<file path="config.mk">
export PLATFORM = sky130hd
export DESIGN_NAME = imm_gen_pipe
export DESIGN_NICKNAME = d
export VERILOG_FILES = /design/src/rtl/imm_gen_pipe.sv
export SDC_FILE = /design/constraint.sdc
export NUM_CORES = 1
export LEC_CHECK = 0
export CORE_AREA = 2 2 102 104
export DETAILED_ROUTE_END_ITERATION = 7
export DIE_AREA = 0 0 104 106
export PLACE_DENSITY = 0.76
export SYNTH_ARGS = -nofsm -noshare
export SYNTH_HDL_FRONTEND = slang
export SYNTH_SLANG_ARGS = --single-unit
</file>
<file path="constraint.sdc">
create_clock -name clk -period 3 [get_ports clk]
set_clock_uncertainty 0.1 [all_clocks]
set_input_delay 0.75 -clock clk [delete_from_list [all_inputs] [get_ports clk]]
set_output_delay 0.75 -clock clk [all_outputs]
set_load 0.02 [all_outputs]
</file>
<file path="src/rtl/imm_gen_pipe.sv">
// -----------------------------------------------------------------------------
// imm_gen_pipe
//
// Registered immediate generator for the decode stage. Each accepted
// instruction is decoded combinationally on the input side. The decoded
// immediate, its format code and a sideband tag are captured on the accept
// edge. A main register drives the outputs. A skid register catches one extra
// entry while the consumer stalls, so in_ready can be a pure register output
// and throughput stays at one entry per cycle.
//
// Format codes: I=0, S=1, B=2, U=3, J=4, Z=5, SH=6, ILL=7.
//
// Parameters
//   XLEN      : datapath width, 32 or 64
//   TAG_W     : sideband tag width
//   AUTO_TYPE : 1 = format decoded from opcode/funct3, 0 = taken from in_imm_type
//
// Ports
//   clk          : clock
//   rst_n        : synchronous active-low reset
//   flush        : drop all buffered entries (and any input this cycle)
//   in_valid     : input instruction valid
//   in_ready     : block accepts an input this cycle (registered)
//   in_inst      : 32-bit instruction word
//   in_imm_type  : format selector, used only when AUTO_TYPE=0
//   in_tag       : sideband tag
//   out_valid    : output entry valid
//   out_ready    : consumer accepts the output this cycle
//   out_imm      : sign/zero-extended immediate
//   out_type     : resolved format code
//   out_tag      : tag of the output entry
//   out_illegal  : format unresolvable; out_imm is 0
// -----------------------------------------------------------------------------
module imm_gen_pipe #(
  parameter int XLEN      = 32,
  parameter int TAG_W     = 5,
  parameter bit AUTO_TYPE = 1'b1
) (
  input  logic             clk,
  input  logic             rst_n,
  input  logic             flush,
  input  logic             in_valid,
  output logic             in_ready,
  input  logic [31:0]      in_inst,
  input  logic [2:0]       in_imm_type,
  input  logic [TAG_W-1:0] in_tag,
  output logic             out_valid,
  input  logic             out_ready,
  output logic [XLEN-1:0]  out_imm,
  output logic [2:0]       out_type,
  output logic [TAG_W-1:0] out_tag,
  output logic             out_illegal
);

  typedef enum logic [2:0] {
    T_I   = 3'd0,
    T_S   = 3'd1,
    T_B   = 3'd2,
    T_U   = 3'd3,
    T_J   = 3'd4,
    T_Z   = 3'd5,
    T_SH  = 3'd6,
    T_ILL = 3'd7
  } imm_type_e;

  typedef struct packed {
    logic [XLEN-1:0]  imm;
    logic [2:0]       typ;
    logic [TAG_W-1:0] tag;
    logic             ill;
  } entry_t;

  // ---------------------------------------------------------------------------
  // Combinational decode
  // ---------------------------------------------------------------------------
  logic [6:0]  opcode;
  logic [2:0]  funct3;
  imm_type_e   dec_type;
  logic        sh5;       // shift amount forced to 5 bits (RV64 *W shifts)
  logic [31:0] v32;       // 32-bit form; bit 31 drives the XLEN extension
  logic [XLEN-1:0] dec_imm;
  entry_t      dec_entry;

  // Instruction fields not consumed by every configuration.
  logic unused_bits;
  assign unused_bits = ^{in_imm_type, in_inst[6:0]};

  assign opcode = in_inst[6:0];
  assign funct3 = in_inst[14:12];

  always_comb begin
    dec_type = T_ILL;
    sh5      = 1'b0;
    if (AUTO_TYPE) begin
      case (opcode)
        7'b0010011: dec_type = (funct3 == 3'b001 || funct3 == 3'b101) ? T_SH : T_I;
        7'b0011011: begin
          // OP-IMM-32 exists only on RV64; its shifts take a 5-bit shamt.
          if (XLEN == 64) begin
            if (funct3 == 3'b001 || funct3 == 3'b101) begin
              dec_type = T_SH;
              sh5      = 1'b1;
            end else begin
              dec_type = T_I;
            end
          end else begin
            dec_type = T_ILL;
          end
        end
        7'b0000011,
        7'b1100111,
        7'b0001111: dec_type = T_I;
        7'b0100011: dec_type = T_S;
        7'b1100011: dec_type = T_B;
        7'b0110111,
        7'b0010111: dec_type = T_U;
        7'b1101111: dec_type = T_J;
        7'b1110011: dec_type = funct3[2] ? T_Z : T_I;
        default:    dec_type = T_ILL;
      endcase
    end else begin
      dec_type = imm_type_e'(in_imm_type);
    end
  end

  always_comb begin
    v32 = 32'd0;
    case (dec_type)
      T_I:  v32 = {{20{in_inst[31]}}, in_inst[31:20]};
      T_S:  v32 = {{20{in_inst[31]}}, in_inst[31:25], in_inst[11:7]};
      T_B:  v32 = {{19{in_inst[31]}}, in_inst[31], in_inst[7], in_inst[30:25],
                   in_inst[11:8], 1'b0};
      T_U:  v32 = {in_inst[31:12], 12'd0};
      T_J:  v32 = {{11{in_inst[31]}}, in_inst[31], in_inst[19:12], in_inst[20],
                   in_inst[30:21], 1'b0};
      T_Z:  v32 = {27'd0, in_inst[19:15]};
      T_SH: begin
        if (XLEN == 64 && !sh5) v32 = {26'd0, in_inst[25:20]};
        else                    v32 = {27'd0, in_inst[24:20]};
      end
      default: v32 = 32'd0;
    endcase
  end

  // Z and SH keep bit 31 clear, so one signed extension covers every format.
  assign dec_imm = XLEN'($signed(v32));

  always_comb begin
    dec_entry     = '0;
    dec_entry.imm = dec_imm;
    dec_entry.typ = dec_type;
    dec_entry.tag = in_tag;
    dec_entry.ill = (dec_type == T_ILL);
  end

  // ---------------------------------------------------------------------------
  // Two-entry skid buffer
  // ---------------------------------------------------------------------------
  entry_t main_reg, main_next;
  entry_t skid_reg, skid_next;
  logic   main_valid_reg, main_valid_next;
  logic   skid_valid_reg, skid_valid_next;
  logic   in_ready_reg, in_ready_next;
  logic   accept, consume;

  assign accept  = in_valid && in_ready_reg;
  assign consume = main_valid_reg && out_ready;

  always_comb begin
    main_next       = main_reg;
    skid_next       = skid_reg;
    main_valid_next = main_valid_reg;
    skid_valid_next = skid_valid_reg;

    if (flush) begin
      main_valid_next = 1'b0;
      skid_valid_next = 1'b0;
    end else if (consume) begin
      // in_ready is low whenever skid is full, so accept and a skid
      // promotion never coincide.
      if (skid_valid_reg) begin
        main_next       = skid_reg;
        skid_valid_next = 1'b0;
      end else if (accept) begin
        main_next = dec_entry;
      end else begin
        main_valid_next = 1'b0;
      end
    end else if (accept) begin
      if (main_valid_reg) begin
        skid_next       = dec_entry;
        skid_valid_next = 1'b1;
      end else begin
        main_next       = dec_entry;
        main_valid_next = 1'b1;
      end
    end

    in_ready_next = !skid_valid_next;
  end

  always_ff @(posedge clk) begin
    if (!rst_n) begin
      main_reg       <= '0;
      skid_reg       <= '0;
      main_valid_reg <= 1'b0;
      skid_valid_reg <= 1'b0;
      in_ready_reg   <= 1'b0;
    end else begin
      main_reg       <= main_next;
      skid_reg       <= skid_next;
      main_valid_reg <= main_valid_next;
      skid_valid_reg <= skid_valid_next;
      in_ready_reg   <= in_ready_next;
    end
  end

  assign in_ready    = in_ready_reg;
  assign out_valid   = main_valid_reg;
  assign out_imm     = main_reg.imm;
  assign out_type    = main_reg.typ;
  assign out_tag     = main_reg.tag;
  assign out_illegal = main_reg.ill;

endmodule
</file>
==> impl_metrics.json <==
{
  "grt_max_degree": 42,
  "floorplan.die.height_um": 106,
  "power.sequential.fraction_pct": 49.6,
  "holdCritPathClass": "reg -> reg",
  "hold_start": "skid_reg[2]$_SDFFE_PN0P_",
  "worst_ep_required_time_ps": 3180,
  "syn_area_per_cell_um2": 8.50,
  "initial_core_utilization_pct": 40.1,
  "global_route_wire_length_before_repair_mm": 18.3,
  "period_needed_ps": 2710,
  "timing_hold_violations_final": 0,
  "placement_rows": 37,
  "critical_path.startpoint": "in_inst[4]",
  "power_density_over_the_cells_mw_per_mm2": 438,
  "finalCoreUtilization_pct": 54.2,
  "placed_wire_length_estimate_after_detailed_placement_mm": 8.07,
  "cells_after_synthesis": 472,
  "peak_ir_drop_on_the_vdd_network_mv": 0.214,
  "cts_hold_buf": 0,
  "crit_path_end_kind": "flop",
  "layout.nets": 618,
  "boundaryPins": 88,
  "insertion_delay_ps": 350,
  "detail_route.first_pass.iterations": 4,
  "finalSetupViolations": 0,
  "final_max_slew_violation_count": 0,
  "grt_antenna_before_repair": 0,
  "p_clk_share_pct": 34.7,
  "drc": 0,
  "via_count": 3936,
  "timing_worst_slew_pin_value_ps": 1070,
  "fin_worst_hold_slack_ps": 364,
  "detail_route.vias_per_cell": 5.51,
  "yosys_most_used_dff": "dfxtp_1",
  "numPortBuffers": 84,
  "die_area_mm2": 0.0110,
  "timing.critical_path.arrival_ps": 2890,
  "netSwitchingPower_uw": 643,
  "number_of_synthesis_warnings": 0,
  "dpl.cell_count": 698,
  "p_int_uw": 1730,
  "cts_buffer_depth": 2,
  "drive_gt1_share_pct": 16.4,
  "synth.net_count": 517,
  "finalCritPeriodShare_pct": 90.3,
  "cts.htree.levels": 3,
  "cellLeakagePower_uw": 0.00189,
  "cts.sinks": 85,
  "asyncSetResetFlopFracSynth_pct": 0,
  "outcome": "completed",
  "synth.yosys.seq_area_share_pct": 42.4,
  "p_comb_share_pct": 15.7,
  "clock_tree.root_cell": "clkbuf_8",
  "postCtsResizedCells": 0,
  "die_width_um": 104,
  "core_area_mm2": 0.0100,
  "number_of_flip_flops_in_the_largest_register": 41,
  "via_count_of_the_first_global_routing_pass": 3747,
  "final_cells": 714,
  "synth_enable_flop_cells": 0,
  "cts_setup_buffers": 0,
  "postSynthRegisterBits": 85,
  "groute.usage.overall_pct": 20.3,
  "global_route.overflow_total": 0,
  "setup_repair_after_global_routing_missed_its_margin": "no",
  "crit_fanout": 17,
  "slew_margin_rel_pct": 28.1,
  "p_sw_share_pct": 27.1,
  "worstReg2RegStart": "out_valid$_SDFFE_PP0P_",
  "detailed_route_wire_length_per_cell_um": 15.6,
  "tritoncts.num_buffers": 9,
  "clk_pin_slew_worst_paths_ps": 90,
  "start_kind": "input pin",
  "drt-initial-drc-count": 273,
  "synth.cell_area_mm2": 0.00401,
  "maxCapViolations": 0,
  "tritoncts": "built",
  "flow.area_growth_from_synthesis_pct": 35.0,
  "crit_type": "in -> reg",
  "fmax_mhz": 369,
  "place_congestion": 0.872,
  "detail-route-antenna-nets": 0,
  "num_antenna_cells": 0,
  "synth_cell_type_count": 54,
  "finalWirelength_mm": 11.1
}
through the flow:
stage          area (um2)  TNS [ps]  worst slack [ps]  total power [uW]
6_report             5420         0               291              2370
5_1_grt              5420         0               171              2470
4_1_cts              5410         0              51.3              2390
3_5_place_dp         5210     -4000              -342              1570
3_3_place_gp         5210     -2490              -221              1570
2_1_floorplan        4010         0               565              1380
cells in the mapped netlist (4+ instances only):
cell type | instances | area (um2)
buf_2 | 7 | 35.0
clkbuf_1 | 29 | 109
buf_6 | 4 | 45.0
a21oi_1 | 35 | 175
nor3_1 | 11 | 55.1
nand3_1 | 4 | 20.0
a211oi_1 | 8 | 60.1
nor2b_1 | 6 | 37.5
or3_1 | 4 | 25.0
a311oi_1 | 6 | 52.6
nand2_1 | 82 | 308
o21bai_1 | 4 | 30.0
nor2_1 | 25 | 93.8
a221oi_2 | 19 | 285
nand4_1 | 8 | 50.1
o21ai_0 | 55 | 275
a22o_1 | 17 | 149
dfxtp_1 | 85 | 1700
a31oi_1 | 16 | 100
and3_1 | 5 | 31.3
critical path: stages:
cell,delay (ps)
clkdlybuf4s50_1,510
buf_4,220
and3b_1,220
buf_4,140
o2111ai_1,230
and3_1,320
a31oi_1,130
buf_4,160
a221oi_2,220
cells in the final DEF, fill, tap and decap left out, types with 3 or more instances in the layout:
master           synthesis  layout
o21ai_1                  3       3
clkdlybuf4s50_1          0      84
dfxtp_1                 85      85
a311oi_1                 6       6
a21oi_1                 35      35
nor2_1                  25      25
buf_4                    1      47
nand4_1                  8       8
and3_1                   5       5
nor2b_1                  6       6
o211ai_1                 3       3
a221oi_2                19      19
a31oi_1                 16      16
a211oi_1                 8       7
clkbuf_8                 0       9
o21ai_0                 55      55
nand3_1                  4       4
o21bai_1                 4       4
a22o_1                  17      17
or3_1                    4       4
nor3_1                  11       9
nand2_1                 82      82
power by group through the flow:
stage                     Clock, uW  Sequential (uW)  Combinational, uW
after floorplan                   0             1240                148
after global placement            0             1200                365
after detailed placement          0             1200                371
after CTS                       842             1180                373
after global routing            887             1180                400
final                           824             1180                373
area by class of cell:
cell class | count | area (um2)
Sequential cell | 85 | 1700
Clock inverter | 6 | 71.3
Timing Repair Buffer | 132 | 1210
Multi-Input combinational cell | 343 | 2120
Fill cell | 919 | 4580
Tap cell | 136 | 170
Inverter | 2 | 7.51
Clock buffer | 10 | 128
per-layer routing:
layer | vias up | GRT usage [%] | share of wire [%]
met2 | 121 | 33.1 | 48
met3 | 10 | 3.99 | 5.9
met1 | 1862 | 27.2 | 45
met4 | 0 | 6.27 | 1.2
li1 | 1943 | - | -
met5 | - | 0 | 0
worst paths after layout:
path                          endpoint  slack (ps)  depth (start not counted)
max           out_imm[11]$_SDFFE_PN0P_         290                          9
min           skid_reg[2]$_SDFFE_PN0P_         360                          2
max reg2reg  skid_reg[34]$_SDFFE_PN0P_         860                          4
min reg2reg   skid_reg[2]$_SDFFE_PN0P_         360                          2
logic make-up after synthesis:
family	after synthesis	share of synthesized area (%)
compound gates	183	33.8
simple gates	158	18.0
flops	85	42.4
buf+inv	44	5.18
xor+xnor	1	0.218
mux	1	0.374
Note: power is estimated with default switching activity, not from simulation.
